===== config.mk =====
export PLATFORM = sky130hd
export DESIGN_NAME = add_seq8
export DESIGN_NICKNAME = d
export VERILOG_FILES = /design/src/rtl/add_seq8.sv
export SDC_FILE = /design/constraint.sdc
export NUM_CORES = 1
export LEC_CHECK = 0
export CORE_ASPECT_RATIO = 2
export CORE_MARGIN = 1
export CORE_UTILIZATION = 42
export CTS_CLUSTER_SIZE = 40
export DETAILED_ROUTE_END_ITERATION = 7
export PLACE_DENSITY = 0.85
export SLEW_MARGIN = 25
export SYNTH_ARGS = -nofsm -noshare
export SYNTH_HDL_FRONTEND = slang
export SYNTH_SLANG_ARGS = --single-unit
export TNS_END_PERCENT = 100

===== constraint.sdc =====
create_clock -name CLK -period 1.8 [get_ports CLK]
set_input_delay 0.18 -clock CLK [delete_from_list [all_inputs] [get_ports CLK]]
set_output_delay 0.18 -clock CLK [all_outputs]
set_load 0.005 [all_outputs]

===== src/rtl/add_seq8.sv =====
// add_seq8: multi-byte adder that reuses one external 8-bit adder, one byte per cycle.
// Optional subtract mode is compiled in when ADDSEQ_SUB_EN is defined.
module add_seq8 #(
  parameter int NBYTES = 4
) (
  input  logic                  CLK,
  input  logic                  RST,
  input  logic                  REQ,
  output logic                  RDY,
  input  logic [8*NBYTES-1:0]   A,
  input  logic [8*NBYTES-1:0]   B,
  input  logic                  CI,
`ifdef ADDSEQ_SUB_EN
  input  logic                  SUB,
`endif
  output logic [8*NBYTES-1:0]   S,
  output logic                  CO,
  output logic                  VLD,
  input  logic                  ACK,
  output logic [7:0]            AA,
  output logic [7:0]            AB,
  output logic                  ACI,
  input  logic [7:0]            AS,
  input  logic                  ACO
);

  localparam int KW = (NBYTES > 1) ? $clog2(NBYTES) : 1;
  localparam logic [KW-1:0] KLAST = KW'(NBYTES - 1);

  typedef enum logic [1:0] {
    IDLE = 2'd0,
    RUN  = 2'd1,
    DONE = 2'd2
  } state_t;

  state_t              st;
  state_t              nxt;
  logic [KW-1:0]       k;
  logic [8*NBYTES-1:0] a_q;
  logic [8*NBYTES-1:0] b_q;
  logic [8*NBYTES-1:0] s_q;
  logic                ci_q;
  logic                co_q;
  logic                carry_q;
  logic [7:0]          a_byte;
  logic [7:0]          b_byte;
  logic                cin0;
  logic                last;

`ifdef ADDSEQ_SUB_EN
  logic sub_q;
`endif

  assign last   = (k == KLAST);
  assign a_byte = a_q[8*k +: 8];

`ifdef ADDSEQ_SUB_EN
  // Subtract as A + ~B + 1; the initial carry replaces CI.
  assign b_byte = sub_q ? ~b_q[8*k +: 8] : b_q[8*k +: 8];
  assign cin0   = sub_q | ci_q;
`else
  assign b_byte = b_q[8*k +: 8];
  assign cin0   = ci_q;
`endif

  always_ff @(posedge CLK) begin
    if (RST) st <= IDLE;
    else     st <= nxt;
  end

  always_comb begin
    nxt = st;
    unique case (st)
      IDLE:    if (REQ)  nxt = RUN;
      RUN:     if (last) nxt = DONE;
      DONE:    if (ACK)  nxt = IDLE;
      default: nxt = IDLE;
    endcase
  end

  always_ff @(posedge CLK) begin
    if (RST) begin
      k       <= '0;
      a_q     <= '0;
      b_q     <= '0;
      ci_q    <= 1'b0;
      s_q     <= '0;
      co_q    <= 1'b0;
      carry_q <= 1'b0;
`ifdef ADDSEQ_SUB_EN
      sub_q   <= 1'b0;
`endif
    end else if (st == IDLE) begin
      if (REQ) begin
        a_q     <= A;
        b_q     <= B;
        ci_q    <= CI;
        k       <= '0;
        carry_q <= 1'b0;
`ifdef ADDSEQ_SUB_EN
        sub_q   <= SUB;
`endif
      end
    end else if (st == RUN) begin
      s_q[8*k +: 8] <= AS;
      carry_q       <= ACO;
      if (last) co_q <= ACO;
      else      k    <= k + KW'(1);
    end
  end

  always_comb begin
    AA  = 8'h00;
    AB  = 8'h00;
    ACI = 1'b0;
    if (st == RUN) begin
      AA  = a_byte;
      AB  = b_byte;
      ACI = (k == '0) ? cin0 : carry_q;
    end
  end

  assign RDY = (st == IDLE) && !RST;
  assign VLD = (st == DONE);
  assign S   = s_q;
  assign CO  = co_q;

endmodule


==> results of run 1 <==
-- report_power, final --
group,internal [mW],total (mW),switching (mW)
Combinational,0.477,0.840,0.362
Sequential,2.38,2.44,0.0574
Clock,1.07,1.88,0.813
Total,3.92,5.16,1.23
-- cells in the final DEF, fill, tap and decap left out, types with 2 or more instances in the layout --
master           count
ha_4                 3
dfxtp_1            102
a22o_1              16
mux2i_1              2
buf_12               9
clkbuf_1             2
buf_2                3
inv_1                2
clkbuf_16            9
nand2_1            149
nor3_1               2
clkinv_2             2
clkdlybuf4s50_1    110
buf_4               20
buf_6               22
a21oi_2             10
nand3_1             11
and2_4              15
nand3b_1             3
mux4_2              16
nor4_4               2
a21oi_1             77
nand3_2              6
nor2b_1              2
clkinvlp_4           2
-- area by class of cell --
type	count	area [sq um]	area share, %
Multi-Input combinational cell	332	2180	33.9
Sequential cell	103	2070	32.2
Timing Repair Buffer	166	1720	26.7
Clock buffer	11	233	3.62
Tap cell	132	165	2.57
Clock inverter	4	47.5	0.740
Inverter	3	15.0	0.234
-- cells in the mapped netlist --
cell	instances
mux2i_1	2
o31ai_1	1
mux4_2	16
nand4bb_1	1
nand2b_1	1
nor4_4	2
nor2b_1	2
clkbuf_1	11
nor4b_4	1
nand3b_1	3
o21ai_0	1
buf_4	7
nor3b_1	1
or3b_1	1
dfxtp_1	103
or4_1	1
a22o_1	16
ha_1	5
nor4bb_1	1
inv_1	3
nand2_1	149
nor2_1	1
a21oi_1	87
o211ai_1	1
nor3_1	2
and2_1	16
nand2b_4	1
nand3_1	18
buf_1	1
buf_2	12
and3b_1	2
buf_6	5
-- routing by layer --
metal / vias up / part of all wire [%]
li1: 1895 / -
met4: 0 / 4.4
met3: 44 / 5.6
met1: 1898 / 35
met5: - / 0
met2: 170 / 55
-- timing repair --
item	in CTS	in global routing
cloned	1	0
setup endpoints to repair	50	50
pin swaps	21	20
buffers inserted	12	6
resized for setup	110	28
-- critical path, cell delays in order, from the launching register on --
cell     delay (ns)
dfxtp_4        0.39
buf_8          0.13
buf_4          0.12
mux4_2         0.48
and2_4         0.17
buf_6          0.11
-- state kept, by name (all words and copies together), names as in the netlist --
name / flops
S: 32
a_q: 32
b_q: 32
k: 2
st: 2
CO: 1
carry_q: 1
ci_q: 1
-- worst min-delay path by stage --
stage                     startpoint      end  slack, ns  cells past startpoint
final                            RST    S[30]       0.21                      2
after global routing             RST    S[30]       0.23                      2
after CTS                        RST    S[30]       0.19                      2
after detailed placement       S[11]    S[11]       0.44                      2
after global placement       a_q[28]  a_q[28]       0.44                      2
after floorplan                AS[0]    S[16]       0.31                      1
-- cells by family after synthesis --
family                   Yosys count  synth area share, %
flip-flops                       103                 48.3
adder cells (fa/ha/maj)            5                 1.46
buffers and inverters             39                 5.27
AO/OA/AOI/OAI                    106                 13.9
AND/OR/NAND/NOR                  203                 22.2
multiplexers                      18                 8.90
-- per-stage QoR --
stage | setup slack [ns] | hold slack, ns | instance area [sq um]
2_1_floorplan | 0.000360 | 0.313 | 4300
3_3_place_gp | -0.0455 | 0.441 | 5770
3_5_place_dp | -0.121 | 0.444 | 5770
4_1_cts | -0.130 | 0.194 | 6290
5_1_grt | -0.202 | 0.231 | 6420
6_report | -0.129 | 0.214 | 6420
==> results.yml, run 1 <==
floorplan:
  core-area_sq_mm: 0.00983
  die_w_um: 73.3
  pin_count: 130
  die_height_um: 145
  rows: 51
  dieArea_sq_mm: 0.0106
  initial_core_util_pct: 43.5
cts:
  clkLatencyLatePin_ns: 0.35
  clockBufferDepth: 2
  path_clk_slew_ns: 0.07
  cts_sinks: 103
  cts_tree: "yes"
  root_buffer: "clkbuf_16"
  ctsHoldBuffers: 0
  htreeDepth: 3
  cts-buffers-inserted: 9
place:
  dp_cells: 720
  io_buffers: 129
  gp_congestion: 0.825
  dp_hpwl_um: 8200
power_and_ir_drop:
  p_leak_nw: 2.37
  vdd_ir_drop_max_mv: 0.775
  power.density_mw_per_mm2: 802
  p_total_mw: 5.16
critical_path:
  critPathKind: "reg -> out"
  crit_end: "AB[6]"
  r2r_slack_ns: -0.11
  cp-end-kind: "primary output"
  cp-start-kind: "register"
  timing.rr.end: "S[24]"
  cp_max_fo: 4
  ff2ff_path_depth: 9
  r2r_start: "k[0]"
  cp_data_required_time_ns: 1.62
  worstPathArrival_ns: 1.75
  worstSetupStartpoint: "k[0]"
route:
  drcViolationCount: 0
  drtPass1Iterations: 5
  vias: 4007
  wirelength_um: 12200
  wl_per_cell_um: 16.2
  antenna_left: 0
  drt_iter0_markers: 194
  vias_per_cell: 5.34
global_routing:
  grt_max_degree: 66
  grt.busiest_layer: "met2"
  use_met3_pct: 4.95
  antenna_found_initial: 0
  grt_pass1_vias: 3936
  grt_use_met1_pct: 23.6
  grt_pass1_wl_um: 18500
  grtUsageTotal_pct: 23.2
  overflow: 0
  gr-usage-met2_pct: 41.3
sta:
  relSlewSlack_pct: 56.4
  finalSetupTns_ns: -2.45
  finalCritPeriodShare_pct: 107
  layout_setup_ws_ns: -0.129
  max_freq_mhz: 518
  setup_viol_count_final: 31
  drv_slew: 0
  clock_skew_ns: 0.0104
  worst_pin_slew_ns: 0.654
  fin_crit_ns: 1.93
  rsz0062_at_grt: "true"
  finalHoldViolCount: 0
yosys:
  syn_area_per_cell_sq_um: 9.01
  synth_cell_types: 32
  syn_area_sq_mm: 0.00427
  synth-seq-area-share_pct: 48.3
  synth_top_cell_by_area: "dfxtp_1"
  synth-seq-cells: 103
  yosysWarnings: 0
  synth_cells: 474
  synthTopCellsByArea: "dfxtp_1 (48%), nand2_1 (13%), a21oi_1 (10%)"
  syn_nets: 557
  yosysTopAreaCellShare_pct: 48.3
final_layout:
  layout-drive-gt1-share_pct: 21.2
  final_cells: 751
  nNetsFinal: 698
  area_delta_synth_final_pct: 50.4
  final_util_pct: 65.4
  fillers: 783
  antennaDiodeCount: 0
hold_path:
  hold_class: "in -> reg"
outcome:
  status: "complete, but fails checks"
  violations: "negative setup slack"
run:
  maxCapViolCount: 0
No activity file was read; power rests on OpenSTA's default activity.
==> inputs of run 2 (changes only) <==
- CORE_UTILIZATION: 42 -> 44
- CTS_BUF_LIST: unset -> sky130_fd_sc_hd__clkbuf_4
- PLACE_DENSITY: 0.85 -> 0.88
==> run 2 against run 1 <==
Net effect: hold slack better by 0.016 ns; die area shrank 4.5%; fmax shrank 7.8%; sequential share of layout area up 1.7 points; final area decreased by 5.0%; via count is 1.9% lower; the run still ends with negative setup slack left; global-route usage increased by 0.13 points; final cell count is 3.9% lower.
==> results.yml, run 2 (synthesized netlist as in run 1, its figures left out) <==
outcome:
  status: "complete, but fails checks"
  violations: "negative setup slack"
cts:
  cts-buffers-inserted: 9
  cts_sinks: 103
  clockBufferDepth: 2
  clkLatencyLatePin_ns: 0.47
  htreeDepth: 3
  cts_tree: "yes"
  root_buffer: "clkbuf_4"
  path_clk_slew_ns: 0.17
global_routing:
  antenna_found_initial: 1
  grt_max_degree: 41
  grtUsageTotal_pct: 23.3
  overflow: 0
  grt_pass1_wl_um: 18200
  grt_pass1_vias: 3857
route:
  wl_per_cell_um: 16.2
  vias: 3930
  wirelength_um: 11700
  drtPass1Iterations: 4
  antenna_left: 0
  drt_iter0_markers: 271
  vias_per_cell: 5.44
  drcViolationCount: 0
sta:
  drv_slew: 0
  finalSetupTns_ns: -3.79
  rsz0062_at_grt: "true"
  relSlewSlack_pct: 58.3
  fin_crit_ns: 2.09
  clock_skew_ns: 0.0207
  max_freq_mhz: 478
  worst_pin_slew_ns: 0.626
  layout_setup_ws_ns: -0.292
  finalHoldViolCount: 0
  finalCritPeriodShare_pct: 116
  setup_viol_count_final: 16
  hold_slack_ns: 0.230
place:
  place_area_sq_mm: 0.00569
  dp_hpwl_um: 8570
  place_ws_ns: -0.0402
  gp_congestion: 0.816
  dp_cells: 692
  io_buffers: 129
power_and_ir_drop:
  power_frac_comb_pct: 17.6
  seqPwrFrac_pct: 54.0
  p_total_mw: 4.52
  p_clk_share_pct: 28.4
  power.switching_mw: 1.23
  intPower_mw: 3.29
  p_leak_nw: 2.29
  vdd_ir_drop_max_mv: 0.613
  power.density_mw_per_mm2: 740
  switching_share_pct: 27.2
run:
  maxCapViolCount: 0
critical_path:
  cp_max_fo: 5
  cp_cell_sequence: "buf_6 > buf_6 > mux4_2 > and2_4 > buf_6"
  critPathMostFrequentCell: "buf_6"
  critPathKind: "reg -> out"
  crit_buf_inv: 3
  worstPathArrival_ns: 1.91
  crit_family: "multiplexers"
  cp_data_required_time_ns: 1.62
  cp-end-kind: "primary output"
  cpMaxStageDelayCell: "mux4_2"
  cp-start-kind: "register"
  slowest_delay_ns: 0.49
floorplan:
  rows: 50
  dieArea_sq_mm: 0.0101
  pin_count: 130
  die_height_um: 141
  core-area_sq_mm: 0.00938
  die_w_um: 71.7
  initial_core_util_pct: 45.5
final_layout:
  fillers: 770
  area_delta_synth_final_pct: 42.9
  final_cells: 722
  mostFrequentLayoutCell: "nand2_1"
  layout_common_cells: "nand2_1 (149), clkdlybuf4s50_1 (109), dfxtp_1 (101), a21oi_1 (86), buf_6 (23)"
  final_util_pct: 65.1
  nNetsFinal: 695
  layout-drive-gt1-share_pct: 18.2
  stdcell_area_sq_mm: 0.00610
hold_path:
  hold_class: "in -> reg"
==> run 2: area by class of cell <==
cell class                 instances  area [sq um]  area share [%]
timing repair buffer             163          1640            26.9
clock buffer                       9          67.6            1.11
sequential                       103          2070            33.9
inverter                           3          16.3           0.266
antenna                            1          2.50          0.0410
tap                              104           130            2.13
clock inverter                     7          86.3            1.41
multi-input combinational        332          2090            34.3
==> run 2: per-layer routing <==
layer  track usage [%]  vias up  wire length (um)  share of wire, %
met3              5.82       39               600               5.1
met4              14.0        0               495               4.2
met1              23.5     1839              4170                36
li1                  -     1891                 -                 -
met5                 0        -                 0                 0
met2              42.0      161              6460                55
==> run 2: worst min-delay path, stage by stage <==
cell             delay, ns
clkdlybuf4s50_1       0.39
nand2_1               0.05
a21oi_1               0.05
==> run 2: power by group through the flow <==
stage                     clock network [mW]  registers (mW)  logic, mW
after floorplan                            0            2.47      0.380
after global placement                     0            2.48      0.686
after detailed placement                   0            2.49      0.705
after CTS                               1.31            2.44      0.766
after global routing                    1.42            2.45      0.851
final                                   1.28            2.44      0.795
==> run 2: path summary, 6_finish.rpt <==
check | from | endpoint | slack [ns] | cells past startpoint
hold reg to reg | a_q[22] | a_q[22] | 0.46 | 2
setup / recovery | k[0] | AB[5] | -0.29 | 5
hold / removal | B[16] | b_q[16] | 0.23 | 3
setup reg to reg | k[0] | S[19] | 0.01 | 8
==> run 2: timing repair <==
| item | CTS | global route |
|---|---|---|
| buffers inserted | 8 | 4 |
| pin swaps | 13 | 2 |
| hold endpoints to repair | 2 | 0 |
| cloned | 1 | 0 |
| gates resized for setup | 106 | 14 |
| hold buffers | 1 | 0 |
| endpoints found under the setup margin | 23 | 36 |
==> inputs of run 3 (changes only) <==
- CORE_ASPECT_RATIO: 2 -> 0.6
- HOLD_SLACK_MARGIN: unset -> 0.05
==> run 3 against run 2 <==
Net effect: the run still ends with negative setup slack left; critical path depth is the same; global-route usage grew 1.1 points; critical path type unchanged; largest power group unchanged; final cell count grew 4.2%.
==> results.yml, run 3 (synthesized netlist as in run 1, its figures left out) <==
global_routing:
  grt_pass1_wl_um: 19100
  overflow: 0
  grtUsageTotal_pct: 24.4
  grt_max_degree: 54
  grt_pass1_vias: 3937
  antenna_found_initial: 0
critical_path:
  r2r_slack_ns: -0.03
  worstPathArrival_ns: 1.87
  critPathKind: "reg -> out"
  crit_end: "AA[4]"
  r2r_start: "k[0]"
  timing.rr.end: "S[10]"
  cp_data_required_time_ns: 1.62
  ff2ff_path_depth: 9
  worstSetupStartpoint: "k[0]"
  cp-end-kind: "primary output"
  cp_max_fo: 5
  cp-start-kind: "register"
sta:
  layout_setup_ws_ns: -0.252
  clock_skew_ns: 0.0166
  drv_slew: 0
  worst_pin_slew_ns: 0.582
  setup_viol_count_final: 24
  finalHoldViolCount: 0
  relSlewSlack_pct: 61.2
  fin_crit_ns: 2.05
  rsz0062_at_grt: "true"
  max_freq_mhz: 487
  hold_slack_ns: 0.178
  finalCritPeriodShare_pct: 114
cts:
  root_buffer: "clkbuf_4"
  ctsHoldBuffers: 0
  clockBufferDepth: 2
  cts-buffers-inserted: 9
  cts_tree: "yes"
  cts_sinks: 103
  htreeDepth: 3
  clkLatencyLatePin_ns: 0.46
  path_clk_slew_ns: 0.16
route:
  vias_per_cell: 5.32
  drtPass1Iterations: 5
  vias: 3999
  antenna_left: 0
  wl_per_cell_um: 16.6
  wirelength_um: 12500
  drcViolationCount: 0
  drt_iter0_markers: 382
outcome:
  violations: "negative setup slack"
  status: "complete, but fails checks"
power_and_ir_drop:
  vdd_ir_drop_max_mv: 0.447
  power.density_mw_per_mm2: 708
  p_leak_nw: 2.33
final_layout:
  layout_common_cells: "nand2_1 (149), clkdlybuf4s50_1 (109), dfxtp_1 (100), a21oi_1 (74), buf_6 (26)"
  mostFrequentLayoutCell: "nand2_1"
  nNetsFinal: 699
  final_cells: 752
  layout-drive-gt1-share_pct: 23.7
  area_delta_synth_final_pct: 48.6
floorplan:
  die_height_um: 78.3
  initial_core_util_pct: 46.0
  rows: 27
  dieArea_sq_mm: 0.0101
  core-area_sq_mm: 0.00929
  pin_count: 130
  die_w_um: 129
place:
  gp_congestion: 0.847
  dp_cells: 718
  io_buffers: 129
  dp_hpwl_um: 8250
hold_path:
  hold_class: "in -> reg"
run:
  maxCapViolCount: 0
[run 3: cell types whose count changed in the layout (fill, tap and decap cells not counted), moves of 3 or more]
cell	delta
nand3_1	-13
nand3_2	+12
buf_12	+3
buf_6	+3
a21oi_1	-12
clkinv_2	+3
a21oi_2	+12
[run 3: through the flow]
stage	utilization (%)	worst slack, ns	TNS (ns)	instance area [sq um]	power, mW
floorplan	-	0.000360	0	4300	2.85
global placement	61.9	-0.0120	-0.0477	5750	3.18
detailed placement	61.9	-0.0545	-0.369	5750	3.21
CTS	65.9	-0.274	-4.22	6120	4.48
global route	68.3	-0.314	-6.32	6350	4.70
finish	68.4	-0.252	-3.89	6350	4.50
[run 3: layout make-up]
type                       instances  area (sq um)
antenna                            1          2.50
clock buffer                       9          67.6
clock inverter                     7          71.3
fill                             696          2940
inverter                           3          18.8
multi-input combinational        333          2240
sequential                       103          2070
tap                              130           163
timing repair buffer             166          1720
[run 3: timing repair]
action | CTS | global route
cloned | 1 | 1
setup endpoints to repair | 27 | 50
setup buffers | 13 | 4
resized for setup | 112 | 46
pin swaps | 24 | 29
[run 3: worst min-delay path by stage]
stage | slack (ns) | depth (start not counted) | end | startpoint
final | 0.18 | 3 | S[25] | RST
after global routing | 0.18 | 3 | S[25] | RST
after CTS | 0.12 | 3 | S[25] | RST
after detailed placement | 0.45 | 2 | a_q[16] | a_q[16]
after global placement | 0.44 | 2 | a_q[15] | a_q[15]
after floorplan | 0.31 | 1 | S[16] | AS[0]
[run 3: layer usage]
metal  vias to the layer above  wire length, um  GRT usage (%)
met3                        15              890           5.86
li1                       1896                -              -
met2                       161             6000           39.5
met5                         -                0              0
met4                         0              132           4.94
met1                      1927             5450           33.3
[run 3: critical path, cell delays in order, from the launching register on]
cell and delay, ns:
dfxtp_4 0.43, buf_12 0.13, buf_6 0.10, mux4_2 0.49, and2_4 0.16, buf_6 0.11
[run 3: power breakdown]
group | switching (mW) | leakage, nW | internal, mW
clock network | 0.779 | 0.0805 | 0.430
logic | 0.374 | 1.41 | 0.474
registers | 0.0592 | 0.842 | 2.38
total | 1.21 | 2.33 | 3.29
